[config.mk]
export PLATFORM = sky130hd
export DESIGN_NAME = align_grs_shifter
export DESIGN_NICKNAME = d
export VERILOG_FILES = /design/src/rtl/align_grs_shifter.sv
export SDC_FILE = /design/constraint.sdc
export NUM_CORES = 1
export LEC_CHECK = 0
export CORE_MARGIN = 8
export CORE_UTILIZATION = 50
export CTS_BUF_LIST = sky130_fd_sc_hd__clkbuf_16
export DETAILED_ROUTE_END_ITERATION = 6
export HOLD_SLACK_MARGIN = 0.1
export PLACE_DENSITY_LB_ADDON = 0.15
export SLEW_MARGIN = 0
export SYNTH_ARGS = -nofsm -noshare
export SYNTH_HDL_FRONTEND = slang
export SYNTH_SLANG_ARGS = --single-unit
export TNS_END_PERCENT = 50
[constraint.sdc]
create_clock -name clock -period 3.5 [get_ports clock]
set_input_delay 0.7 -clock clock [delete_from_list [all_inputs] [get_ports clock]]
set_output_delay 0.7 -clock clock [all_outputs]
set_load 0.01 [all_outputs]
[src/rtl/align_grs_shifter.sv]
// Multi-cycle alignment shifter: right-shifts a significand and produces guard/round/sticky.
// Latency: ceil(min(shift,WIDTH+2)/STEP) cycles after accept (0 for shift==0), then result held.
// Backpressure: result held stable in HOLD until out_ready; no new request accepted until then.
//
// Ports:
//   clock, reset_n        - rising-edge clock, asynchronous active-low reset
//   in_valid / in_ready   - request handshake (number, shift)
//   out_valid / out_ready - result handshake (aligned, guard, round, sticky)
module align_grs_shifter #(
  parameter int WIDTH   = 64,
  parameter int SHIFT_W = 6,
  parameter int STEP    = 8
) (
  input  logic               clock,
  input  logic               reset_n,
  input  logic               in_valid,
  output logic               in_ready,
  input  logic [WIDTH-1:0]   number,
  input  logic [SHIFT_W-1:0] shift,
  output logic               out_valid,
  input  logic               out_ready,
  output logic [WIDTH-1:0]   aligned,
  output logic               guard,
  output logic               round,
  output logic               sticky
);

  // Extended datapath: {data, guard, round}.
  localparam int EW = WIDTH + 2;
  // Counter must hold WIDTH+2 even when SHIFT_W is narrower than that.
  localparam int CW = (SHIFT_W > $clog2(WIDTH + 3)) ? SHIFT_W : $clog2(WIDTH + 3);

  typedef enum logic [1:0] {
    IDLE,
    SHIFT,
    HOLD
  } state_t;

  state_t        state;
  logic [EW-1:0] ext;
  logic          sticky_q;
  logic [CW-1:0] remaining;

  logic [CW-1:0] shift_ext;
  logic [CW-1:0] req_amt;
  logic [CW-1:0] k;
  logic [EW-1:0] k_mask;

  always_comb begin
    shift_ext = CW'(shift);
    // Anything beyond WIDTH+2 pushes every bit into sticky; clamp to bound the loop.
    req_amt   = (shift_ext > CW'(EW)) ? CW'(EW) : shift_ext;
    k         = (remaining > CW'(STEP)) ? CW'(STEP) : remaining;
    // Low k bits of ext are the ones about to fall off the bottom this cycle.
    k_mask    = ~({EW{1'b1}} << k);
  end

  always_ff @(posedge clock or negedge reset_n) begin
    if (!reset_n) begin
      state     <= IDLE;
      ext       <= '0;
      sticky_q  <= 1'b0;
      remaining <= '0;
    end else begin
      case (state)
        IDLE: begin
          if (in_valid) begin
            ext       <= {number, 2'b00};
            sticky_q  <= 1'b0;
            remaining <= req_amt;
            state     <= (req_amt == '0) ? HOLD : SHIFT;
          end
        end
        SHIFT: begin
          sticky_q  <= sticky_q | (|(ext & k_mask));
          ext       <= ext >> k;
          remaining <= remaining - k;
          if (remaining == k) begin
            state <= HOLD;
          end
        end
        HOLD: begin
          if (out_ready) begin
            state <= IDLE;
          end
        end
        default: state <= IDLE;
      endcase
    end
  end

  assign in_ready  = (state == IDLE);
  assign out_valid = (state == HOLD);

  // Intermediate shift values are hidden; outputs only show a finished result.
  assign aligned = out_valid ? ext[EW-1:2] : '0;
  assign guard   = out_valid & ext[1];
  assign round   = out_valid & ext[0];
  assign sticky  = out_valid & sticky_q;

endmodule

==> reports/summary.txt <==
mapped cell area - 7280 sq um
met1 GRT Util - 0.410
crit path max fanout - 29
Hold Path Class - in -> async
CP Class - reg -> out
register bit total from synthesis - 76
worst vdd ir - 0.000452 V
global-route wire length before repair - 44300 um
Final TNS setup - 0 ps
IO Port Bufs - 142
Final Non-Filler Cells - 1211
DRT Pass-1 Iters - 6
Layout Area Growth over Synthesis - 24.3%
wire length per cell - 23.0 um
endpoints failing setup - 0
DPL Wire Length - 18300 um
Crit. End Element - output port
initial antenna violation count - 0
post-synthesis xor/xnor area fraction - 0
Post-synth EDFFs - 0
post-CTS setup buffers - 0
Tmin final - 2920 ps
fillcell total - 1287
run status - finished, final reports clean
sequential fraction of the synthesis area - 0.261
Pwr per Cell Area - 964 nW/um^2
initial core utilization - 0.507
largest family of logic cells by synthesized area - compound AO/OA/AOI/OAI gates
commonest non-fill, non-tap cell in the layout - clkdlybuf4s50_1
asr flop ratio synth - 1.00
Final period util - 0.833
Tot GR Track Use - 0.295
compound-cell area share of the yosys netlist - 0.444
Die W - 137 um
CTS resizes - 0
multiplexer share of the synthesized area - 0.0330
syn nets - 1019
unrepaired setup endpoints after global routing - no
Synth Instances - 944
Worst Skew - 4.14 ps
root buf cell - clkbuf_16
final hold slack - 530 ps
setup ws final - 584 ps
Synth Area in Simple Gates - 0.192
Clock Path Buffers - 2
R2R Path Start - remaining[3]
fin. max-slew vios - 0
Worst setup startpoint - state[0]
core area - 14400 sq um
Rel. slew slack - 0.213
Final Routed Wirelength - 27800 um
DRC errors left - 0
vias in the first global route - 8045
I/O pin count - 143
hold buffer count at cts - 0
Max Cap Viol - 0
CP Data Arrival Time - 2220 ps
Ys Warns - 0
Final Wtd Congestion - 0.936
Synth Area in Adders - 0.00172
# rows - 44
die area - 18700 sq um
Yosys top cell by area - dfrtp_1
number of DRC violations after detailed-routing iteration 0 - 1489
overflow left after global routing - 0
pre-CTS setup slack - 793 ps
ys flop type - dfrtp_1
pin count of the biggest net entering global routing - 95
clock slew at reported path FFs - 60 ps
Die Ht - 137 um
dpl cells - 1196
layout cell share with drive strength beyond 1 - 0.0798
routed vias - 8476
clk_lat worst skew - 350 ps
Hold Violations, Final - 0
Mapped Avg Cell Area - 7.71 sq um
H-tree depth - 3
Sink Count - 76
Leak - 3.25 nW
met2 Usage GRT - 0.430
CTS tree - yes
Most Crowded Layer GR - met2
Synth top area share - 0.261
Max Clock Freq - 0.343 GHz
GR Util met3 - 0.0609
DRT antenna net count - 0
synth unique cells - 67
Antenna diodes - 0
Worst EP required - 2800 ps
startpoint types - flip-flop
Vias/cell - 7.00
Num CTS Buffers - 9
Power, Total - 8.72 mW
worst slew pin tran - 1180 ps
top cells by area, synth - dfrtp_1, and2_1, o21ai_0, a211oi_1, a21oi_1
commonest cells after routing, fill and taps aside - clkdlybuf4s50_1, o21ai_0, and2_1, a21oi_1, dfrtp_1
layout net count - 1098
-- worst max-delay path, cell delays in order, from the launching register on --
cell and delay, ps:
dfrtp_1 390, inv_2 60, nand2_1 260, inv_1 160
buf_4 270, and2_1 180, clkdlybuf4s50_1 530
-- synthesized netlist by cell type, types with 7 or more instances --
cell type and instances:
a2111oi_2 11, o21ai_1 19, a211o_1 7, dfrtp_1 76
inv_1 13, buf_2 11, a2111oi_0 21, o21ai_0 112
nand3_1 12, nor3_1 8, mux2i_1 15, o2bb2ai_1 7
a221o_1 14, a31oi_1 15, nand2_1 26, o22ai_1 7
clkbuf_1 80, a221oi_1 44, or3_1 7, a21oi_1 79
a211oi_1 68, o221ai_1 14, and3_1 13, and2_1 102
nor2_1 75
-- cells by family after synthesis --
logic type / count (synthesis)
other: 1
DFF: 76
adders and majority gates: 1
buffers and inverters: 117
muxes: 22
AOI/OAI and AO/OA: 464
and+or+nand+nor: 263
-- worst paths after layout --
kind                                      to  slack, ps  cells past startpoint
worst max-delay path             aligned[52]        580                      6
worst min-delay path                  ext[2]        530                      1
worst max register to register       ext[24]        670                      5
worst min register to register        ext[0]        560                      2
max in group asynchronous       remaining[0]       2190                      1
min in group clock                    ext[0]        560                      2
-- layer usage --
layer | wire (um) | vias to the layer above
met2 | 12000 | 605
met3 | 3230 | 96
met1 | 11600 | 3949
met4 | 1020 | 0
met5 | 0 | -
li1 | - | 3826
-- power breakdown --
group | total (mW) | internal, mW | leakage [nW] | switching [mW]
registers | 2.36 | 1.34 | 0.893 | 1.03
clock network | 0.861 | 0.465 | 0.139 | 0.396
logic | 5.50 | 2.30 | 2.22 | 3.20
-- flip-flops by register name (all words and copies together) (netlist names) --
| signal | cells |
|---|---|
| state | 2 |
| ext | 66 |
| remaining | 7 |
| sticky_q | 1 |
-- through the flow --
step           instance area, sq um  utilization
2_1_floorplan                  7280            -
3_3_place_gp                   8800        0.612
3_5_place_dp                   8800        0.612
4_1_cts                        9050        0.630
5_1_grt                        9050        0.630
6_report                       9050        0.630
-- final cells by class --
cell class              instances  area [sq um]  area share
flip-flops and latches         76          1900       0.210
inverters                      13          48.8     0.00539
repair buffers                172          1690       0.187
clock inverters                 6          26.3     0.00290
well taps                     184           230      0.0254
multi-input cells             751          4920       0.544
clock buffers                   9           225      0.0249
Power figures use the tool's default switching activity.
